[config.mk]
export PLATFORM = sky130hd
export DESIGN_NAME = q2n_serial_exec
export DESIGN_NICKNAME = d
export VERILOG_FILES = /design/src/rtl/q2n_serial_exec.sv
export SDC_FILE = /design/constraint.sdc
export NUM_CORES = 1
export LEC_CHECK = 0
export BUFFER_PORTS_ARGS = -buffer_cell sky130_fd_sc_hd__buf_2
export CAP_MARGIN = 10
export CORE_MARGIN = 8
export CORE_UTILIZATION = 59
export DETAILED_ROUTE_END_ITERATION = 12
export GPL_TIMING_DRIVEN = 0
export PLACE_DENSITY = 0.89
export RECOVER_POWER = 50
export SYNTH_ARGS = -nofsm -noshare
export SYNTH_HDL_FRONTEND = slang
export SYNTH_SLANG_ARGS = --single-unit
[constraint.sdc]
create_clock -name clk -period 3.9 [get_ports clk]
set_input_delay 0.585 -clock clk [delete_from_list [all_inputs] [get_ports clk]]
set_output_delay 0.585 -clock clk [all_outputs]
set_load 0.02 [all_outputs]
[src/rtl/q2n_serial_exec.sv]
`default_nettype none
// ============================================================================
//  Module   : q2n_serial_exec
//  Purpose  : Bit-serial execution unit for the Q2 core. Holds A, X, P and
//             the carry flag F; runs ADD/NOR/ADX LSB-first through a 1-bit
//             adder/NOR, executes the other ops in one cycle, and services
//             the front-panel deposit / increment-P switches while idle.
//  Revision : 1.0  initial release
// ============================================================================
module q2n_serial_exec #(
  parameter int WIDTH = 12
) (
  input  logic             clk,
  input  logic             rst,
  input  logic             op_valid,
  output logic             op_ready,
  input  logic [2:0]       op,
  input  logic [WIDTH-1:0] operand,
  output logic             done,
  input  logic             dep_sw,
  input  logic             incp_sw,
  input  logic [WIDTH-1:0] sw,
  output logic [WIDTH-1:0] a_out,
  output logic [WIDTH-1:0] x_out,
  output logic [WIDTH-1:0] p_out,
  output logic             f_out
);

  localparam logic [2:0] c_OP_LDA  = 3'd0;
  localparam logic [2:0] c_OP_LDX  = 3'd1;
  localparam logic [2:0] c_OP_ADD  = 3'd2;
  localparam logic [2:0] c_OP_NOR  = 3'd3;
  localparam logic [2:0] c_OP_ADX  = 3'd4;
  localparam logic [2:0] c_OP_SHR  = 3'd5;
  localparam logic [2:0] c_OP_INCP = 3'd6;
  localparam logic [2:0] c_OP_JMP  = 3'd7;

  localparam int CW = (WIDTH > 1) ? $clog2(WIDTH) : 1;

  typedef enum logic [1:0] {
    S_IDLE  = 2'd0,
    S_SHIFT = 2'd1,
    S_DONE  = 2'd2
  } state_t;

  state_t           r_state;
  state_t           w_state_nxt;
  logic [WIDTH-1:0] r_a;
  logic [WIDTH-1:0] r_x;
  logic [WIDTH-1:0] r_p;
  logic             r_f;
  logic [WIDTH-1:0] r_s;
  logic             r_c;
  logic [CW-1:0]    r_cnt;
  logic [2:0]       r_op;
  logic             r_dep_q;
  logic             r_incp_q;

  logic             w_accept;
  logic             w_serial;
  logic             w_last;
  logic             w_d;
  logic             w_sbit;
  logic             w_sum;
  logic             w_cout;
  logic             w_bit;
  logic             w_dep_edge;
  logic             w_incp_edge;

  assign w_serial    = (op == c_OP_ADD) || (op == c_OP_NOR) || (op == c_OP_ADX);
  assign w_last      = (r_cnt == CW'(WIDTH - 1));
  assign w_dep_edge  = dep_sw & ~r_dep_q;
  assign w_incp_edge = incp_sw & ~r_incp_q;

  // ADX accumulates into X; every other serial op works on A
  assign w_d    = (r_op == c_OP_ADX) ? r_x[0] : r_a[0];
  assign w_sbit = r_s[0];
  assign w_sum  = w_d ^ w_sbit ^ r_c;
  assign w_cout = (w_d & w_sbit) | (r_c & (w_d ^ w_sbit));
  assign w_bit  = (r_op == c_OP_NOR) ? ~(w_d | w_sbit) : w_sum;

  assign a_out = r_a;
  assign x_out = r_x;
  assign p_out = r_p;
  assign f_out = r_f;

  // State register
  always_ff @(posedge clk or posedge rst) begin
    if (rst) begin
      r_state <= S_IDLE;
    end else begin
      r_state <= w_state_nxt;
    end
  end

  // Next-state, handshake and done decode
  always_comb begin
    w_state_nxt = r_state;
    op_ready    = 1'b0;
    done        = 1'b0;
    w_accept    = 1'b0;
    case (r_state)
      S_IDLE: begin
        op_ready = 1'b1;
        if (op_valid) begin
          w_accept    = 1'b1;
          w_state_nxt = w_serial ? S_SHIFT : S_DONE;
        end
      end
      S_SHIFT: begin
        if (w_last) begin
          w_state_nxt = S_DONE;
        end
      end
      S_DONE: begin
        done        = 1'b1;
        w_state_nxt = S_IDLE;
      end
      default: begin
        w_state_nxt = S_IDLE;
      end
    endcase
  end

  // Architectural registers, serial datapath and panel actions
  always_ff @(posedge clk or posedge rst) begin
    if (rst) begin
      r_a      <= '0;
      r_x      <= '0;
      r_p      <= '0;
      r_f      <= 1'b0;
      r_s      <= '0;
      r_c      <= 1'b0;
      r_cnt    <= '0;
      r_op     <= 3'd0;
      r_dep_q  <= 1'b0;
      r_incp_q <= 1'b0;
    end else begin
      r_dep_q  <= dep_sw;
      r_incp_q <= incp_sw;
      if (w_accept) begin
        r_op  <= op;
        r_c   <= 1'b0;
        r_cnt <= '0;
        case (op)
          c_OP_LDA:  r_a <= operand;
          c_OP_LDX:  r_x <= operand;
          c_OP_ADD:  r_s <= operand;
          c_OP_NOR:  r_s <= operand;
          c_OP_ADX:  r_s <= r_a;
          c_OP_SHR: begin
            r_a <= {r_f, r_a[WIDTH-1:1]};
            r_f <= r_a[0];
          end
          c_OP_INCP: r_p <= r_p + WIDTH'(1);
          c_OP_JMP:  r_p <= operand;
          default:   r_p <= r_p;
        endcase
      end else if (r_state == S_SHIFT) begin
        if (r_op == c_OP_ADX) begin
          r_x <= {w_bit, r_x[WIDTH-1:1]};
        end else begin
          r_a <= {w_bit, r_a[WIDTH-1:1]};
        end
        r_s   <= r_s >> 1;
        r_c   <= w_cout;
        r_cnt <= r_cnt + CW'(1);
        if (w_last && (r_op != c_OP_NOR)) begin
          r_f <= w_cout;
        end
      end else if (r_state == S_IDLE) begin
        // Panel edges only act when idle and no command is taken this cycle
        if (w_dep_edge) begin
          r_a <= sw;
        end
        if (w_incp_edge) begin
          r_p <= r_p + WIDTH'(1);
        end
      end
    end
  end

endmodule
`default_nettype wire

==> metrics, run 1 <==
Worst R2R End=x_out[11]; Max IR drop VDD=0.534 mV; ANT nets after route=0; EDFF count, synth=0; clk buf depth=2; Hold Violations, Final=0; synth-to-layout area growth=19.8%; antenna cells=0; IO Count=71; vias=3,117; DR pass1 iterations=5; vias in the first global route=3,079; routability cong.=0.915; fill cell instance count of the final layout=418; CP startpoint kind=register; setup TNS=0 ns; Core Area=5440 um^2; # rows=27; Worst R2R Setup Slack=1.54 ns; FF-to-FF path depth=6; Least-Margin Pin Slew=0.980 ns; Simple-Gate Fraction of Synth Area=16.3%; gr ovfl total=0; Vias/cell=6.22; Final Skew=0.0104 ns; area of the multi-input gates=1600 um^2; total CTS buffers=9; Initial Util=60.1%; layout cells sized above 1=21.7%; Power Dens Cells=839 nW/um^2; XOR/XNOR Fraction of Synth Area=1.07%; synthesized cell area=3270 um^2; die area=8180 um^2; critical path arrival=2.62 ns; Die X=90.4 um; Worst Hold Class=input pin to register; multiplexer share of the synthesized area=9.38%; worst setup path startpoint=r_op[0]; Synth Area in Adders=1.76%; RR Startpoint=r_op[0]; Async S/R FF share, synth=100%; CTS tree=yes; largest family of logic cells by synthesized area=compound AO/OA/AOI/OAI gates; Nets=460; Final setup viols=0; initial antenna violation count=0; RSZ-0062 raised after global routing=no; Synth Area in Compound Gates=20.3%; number of clock sinks=61; Fmax=423 MHz; flops & latches, synth=61; Overall Global Routing Usage=23.1%; Syn Area/Cell=9.47 um^2; Sequential Area=1530 um^2; # Post-CTS Setup Buffers=0; Die Height=90.4 um; max-cap violation count=0; post-CTS sizing=0; Clock Pin Slew Worst Setup and Hold Paths=0.07 ns; Synth Flop Type=dfrtp_1; critical path required time=4.16 ns; Avg WL per Cell=18.8 um; total wire length=9430 um; Setup CP Type=register to register; Tmin final=2.36 ns; Yosys warning count=0; status=finished, final reports clean; htree depth=3; DP Wirelength=6840 um; worst rel slew slack=34.6%; syn nets=381; Final Cycle Share=60.6%; first-pass GRT wire length=15,300 um; Iteration-0 DRC Markers=284; I/O Buffers=67; Clock Tree Root=clkbuf_8; CTS Hold Buffers Added=0; crit path max fanout=3; post-synthesis sequential area ratio=46.7%; Critical Path End=x_out[11]; P_leak=1.73 nW; unique cell type count in the Yosys netlist=36; crit path capture type=register; worst hold margin=0.364 ns; fin. max-slew vios=0; largest net degree at the start of global routing=38; DRC violations left=0; clk_lat worst skew=0.34 ns; Syn Inst Count=345
## state kept, by name, summed over array words and instances (netlist names)
signal and count:
r_state 2, a_out 12, r_cnt 4, r_dep_q 1, f_out 1, p_out 12, r_c 1, r_s 12
r_op 3, r_incp_q 1, x_out 12
## routing by layer
layer / up-vias / wire length, um / track usage [%]
li1: 1407 / - / -
met1: 1526 / 3860 / 28.6
met2: 150 / 4520 / 36.5
met3: 34 / 672 / 4.32
met4: 0 / 369 / 14.3
met5: - / 0 / 0
## cells in the final DEF (no fill, tap or decap), drive strengths merged
| cell | netlist | final |
|---|---|---|
| a21oi | 31 | 31 |
| a221oi | 1 | 1 |
| a222oi | 11 | 11 |
| a22o | 1 | 1 |
| a2bb2oi | 2 | 2 |
| a31oi | 3 | 3 |
| a32oi | 1 | 1 |
| and2 | 4 | 4 |
| and3 | 3 | 3 |
| and4 | 2 | 2 |
| buf | 19 | 69 |
| bufinv | 0 | 2 |
| clkbuf | 6 | 36 |
| clkinv | 0 | 2 |
| dfrtp | 61 | 61 |
| fa | 1 | 1 |
| ha | 3 | 3 |
| inv | 7 | 7 |
| mux2 | 5 | 5 |
| mux2i | 25 | 25 |
| nand2 | 35 | 35 |
| nand2b | 1 | 1 |
| nand3 | 10 | 10 |
| nand3b | 2 | 2 |
| nand4 | 4 | 4 |
| nor2 | 40 | 40 |
| nor2b | 3 | 3 |
| nor3b | 5 | 5 |
| o21a | 13 | 13 |
| o21ai | 26 | 26 |
| o21bai | 1 | 1 |
| o22ai | 15 | 15 |
| xnor2 | 3 | 3 |
| xor2 | 1 | 1 |
## cell type report
type	count	area share (%)
inverter	7	0.671
clock inverter	4	1.79
sequential	61	39.0
buffer	25	3.07
clock buffer	12	3.96
timing repair buffer	68	8.50
tap	72	2.30
multi-input combinational	252	40.7
## through the flow
stage | instances | setup slack, ns | instance area, um^2 | util, % | total power [mW]
floorplan | 345 | 1.80 | 3270 | - | 2.14
global placement | 484 | 1.06 | 3690 | 67.9 | 2.56
detailed placement | 485 | 1.57 | 3710 | 68.3 | 2.65
CTS | 501 | 1.54 | 3940 | 72.4 | 3.30
global route | 501 | 1.44 | 3920 | 72.0 | 3.48
finish | 501 | 1.54 | 3920 | 72.0 | 3.29
## worst min path at each step
stage               cells after the start  slack (ns)    start  endpoint
detailed placement                      2        0.48      r_c       r_c
global placement                        2        0.46      r_c       r_c
global route                            1        0.36  incp_sw  r_incp_q
floorplan                               2        0.45      r_c       r_c
finish                                  1        0.36  incp_sw  r_incp_q
CTS                                     2        0.29      rst  a_out[3]
## kinds of logic after synthesis
logic type / after synthesis
simple gates: 109
xor+xnor: 4
compound gates: 105
buf+inv: 32
mux: 30
fa+ha+maj: 4
flops: 61
## report_power, final
part | internal (mW) | switching, mW
Combinational | 0.541 | 0.945
Sequential | 0.911 | 0.246
Clock | 0.393 | 0.249
## worst max-delay path, cell delays in order (launching register included)
cell	delay (ns)
dfrtp_1	0.39
nor3b_1	0.54
mux2i_1	0.37
fa_1	0.47
mux2i_1	0.23
mux2i_1	0.13
o21ai_0	0.15
## synthesized netlist by cell type, drive strengths merged (4+ instances only)
cell	number	share of area (%)
a222oi	11	3.4
o21a	13	3.0
o21ai	26	4.0
nor2	40	4.6
dfrtp	61	47
nand4	4	1.2
nand2	35	4.0
inv	7	0.80
a21oi	31	4.7
mux2i	25	7.7
and2	4	0.77
nor3b	5	1.8
clkbuf	6	0.69
o22ai	15	2.9
buf	19	3.0
mux2	5	1.7
nand3	10	1.5
No activity file was read; power rests on OpenSTA's default activity.
==> run 2, diff against run 1 <==
- CORE_UTILIZATION: 59 -> 49
- PLACE_DENSITY: 0.89 -> 0.79
- clock period: 3.9 -> 2.1 ns (I/O delays scaled with it)
==> run 2 against run 1 <==
Via count is 1.7% lower. Global-route usage is 3.4 points lower. Hold slack worse by 0.27 ns. Largest power group unchanged. Critical path type unchanged. Utilization is 11 points lower.
==> metrics, run 2 (same netlist as run 1, synthesis figures left out) <==
total wire length=9410 um (was 9430 um); Sequential Area=1530 um^2 (unchanged); sw frac=44.9% (was 43.9%); Initial Util=51.2% (was 60.1%); vias=3,064 (was 3,117); critical path required time=2.36 ns (was 4.16 ns); DP Cell Count=490 (was 485); Clock Tree Root=clkbuf_8 (unchanged); setup slack after layout=0.104 ns (was 1.54 ns); die area=9540 um^2 (was 8180 um^2); area of the multi-input gates=1610 um^2 (was 1600 um^2); Worst Hold Class=input pin to register (unchanged); status=finished, final reports clean (unchanged); Power Dens Cells=1510 nW/um^2 (was 839 nW/um^2); DR pass1 iterations=6 (was 5); P_leak=1.72 nW (was 1.73 nW); number of clock sinks=61 (unchanged); setup TNS=0 ns (unchanged); clk buf depth=2 (unchanged); Net Sw Power=2.64 mW (was 1.44 mW); Avg WL per Cell=18.6 um (was 18.8 um); initial antenna violation count=0 (unchanged); clk_lat worst skew=0.33 ns (was 0.34 ns); Nets=462 (was 460); max-cap violation count=0 (unchanged); Fmax=501 MHz (was 423 MHz); first-pass GRT wire length=15,500 um (was 15,300 um); antenna cells=0 (unchanged); Internal Dissipation=3.24 mW (was 1.84 mW); RSZ-0062 raised after global routing=no (unchanged); most frequent CP cell=mux2i_1 (unchanged); placed cell areas=3720 um^2 (was 3710 um^2); DRC violations left=0 (unchanged); DR WL met3=638 um (was 672 um); Tmin final=2.00 ns (was 2.36 ns); Iteration-0 DRC Markers=290 (was 284); Critical-path top delay cell=fa_1 (was nor3b_1); Overall Global Routing Usage=19.7% (was 23.1%); met2 WL post-DR=4500 um (was 4520 um); final instance area=3900 um^2 (was 3920 um^2); most frequent cells in the layout=buf_2 (67), dfrtp_1 (61), nor2_1 (39) (was buf_2 (67), dfrtp_1 (61), nor2_1 (40)); crit path capture type=register (unchanged); Setup CP Type=register to register (unchanged); Clock power frac=16.5% (was 19.6%); Hold Violations, Final=0 (unchanged); critical path arrival=2.25 ns (was 2.62 ns); # rows=29 (was 27); routability cong.=0.871 (was 0.915); worst rel slew slack=49.1% (was 34.6%); Least-Margin Pin Slew=0.762 ns (was 0.980 ns); fin cells=507 (was 501); Seq pwr share=37.0% (was 35.2%); IO Count=71 (unchanged); synth-to-layout area growth=19.3% (was 19.8%); Die Height=97.7 um (was 90.4 um); htree depth=3 (unchanged); Final setup viols=0 (unchanged); layout cells sized above 1=22.1% (was 21.7%); commonest non-fill, non-tap cell in the layout=buf_2 (unchanged); fill cell instance count of the final layout=592 (was 418); fin. max-slew vios=0 (unchanged); Die X=97.7 um (was 90.4 um); Comb pwr share=46.6% (was 45.2%); total CTS buffers=9 (unchanged); gr ovfl total=0 (unchanged); I/O Buffers=67 (unchanged); crit-path cells=nor3b_4 > mux2i_2 > fa_1 > mux2i_1 > mux2i_1 > o21ai_0 (was nor3b_1 > mux2i_1 > fa_1 > mux2i_1 > mux2i_1 > o21ai_0); top sig layer=met4 (unchanged); Final Skew=0.00270 ns (was 0.0104 ns); worst hold margin=0.0958 ns (was 0.364 ns); crit path max fanout=3 (unchanged); pre-CTS WS=-0.156 ns (was 1.57 ns); crit-path max cell delay=0.44 ns (was 0.54 ns); Max IR drop VDD=0.885 mV (was 0.534 mV); ANT nets after route=0 (unchanged); Vias/cell=6.04 (was 6.22); Core Area=6390 um^2 (was 5440 um^2); vias in the first global route=3,043 (was 3,079); largest net degree at the start of global routing=43 (was 38); Clock Pin Slew Worst Setup and Hold Paths=0.06 ns (was 0.07 ns); metal1 wirelength=4120 um (was 3860 um); CP startpoint kind=register (unchanged); Final Cycle Share=95.0% (was 60.6%); DP Wirelength=6910 um (was 6840 um); CTS tree=yes (unchanged)
[run 2: final timing paths]
| check | start | to | slack, ns | depth (start not counted) |
|---|---|---|---|---|
| setup / recovery | r_op[1] | x_out[11] | 0.10 | 6 |
| hold / removal | incp_sw | r_incp_q | 0.1 | 1 |
| setup reg to reg | r_op[1] | x_out[11] | 0.10 | 6 |
| hold reg to reg | r_c | r_c | 0.48 | 2 |
| max in group asynchronous | rst | r_op[1] | 0.31 | 4 |
| min in group asynchronous | rst | a_out[3] | 0.66 | 3 |
[run 2: metal layers]
metal  vias up  global-route usage, %
li1       1408                      -
met1      1495                   26.2
met2       151                   30.9
met3        10                   3.56
met4         0                   7.81
met5         -                      0
[run 2: per-stage QoR]
stage / utilization, % / total power [mW]
after detailed placement: 58.2 / 4.89
after floorplan: - / 3.97
after CTS: 61.3 / 5.86
final: 61.0 / 5.87
after global placement: 57.9 / 4.78
after global routing: 61.0 / 6.27
[run 2: layout make-up]
type,count,area share (%)
multi-input combinational,252,41.4
sequential,61,39.2
timing repair buffer,70,8.67
tap,77,2.47
inverter,7,0.674
buffer,25,3.08
clock buffer,14,4.43
clock inverter,1,0.128
[run 2: timing repair]
action | 4_1_cts | 5_1_grt
endpoints found under the setup margin | 2 | 12
hold buffers | 1 | 0
resized for setup | 1 | 3
hold endpoints to repair | 19 | 0
pin swaps | 0 | 1
gates cloned | 0 | 0
buffers inserted | 0 | 1
[run 2: worst max-delay path, delay by kind of cell (launching register included)]
kind,cells,cell delay (ns)
mux,3,0.61
fa+ha+maj,1,0.44
flops,1,0.43
simple gates,1,0.30
compound gates,1,0.14
[run 2: power by group through the flow]
stage          sequential, mW  combinational (mW)  clock (mW)
2_1_floorplan            2.46                1.52           0
3_3_place_gp             2.13                2.65           0
3_5_place_dp             2.15                2.74           0
4_1_cts                  2.14                2.75       0.973
5_1_grt                  2.23                3.02        1.02
6_report                 2.17                2.74       0.966
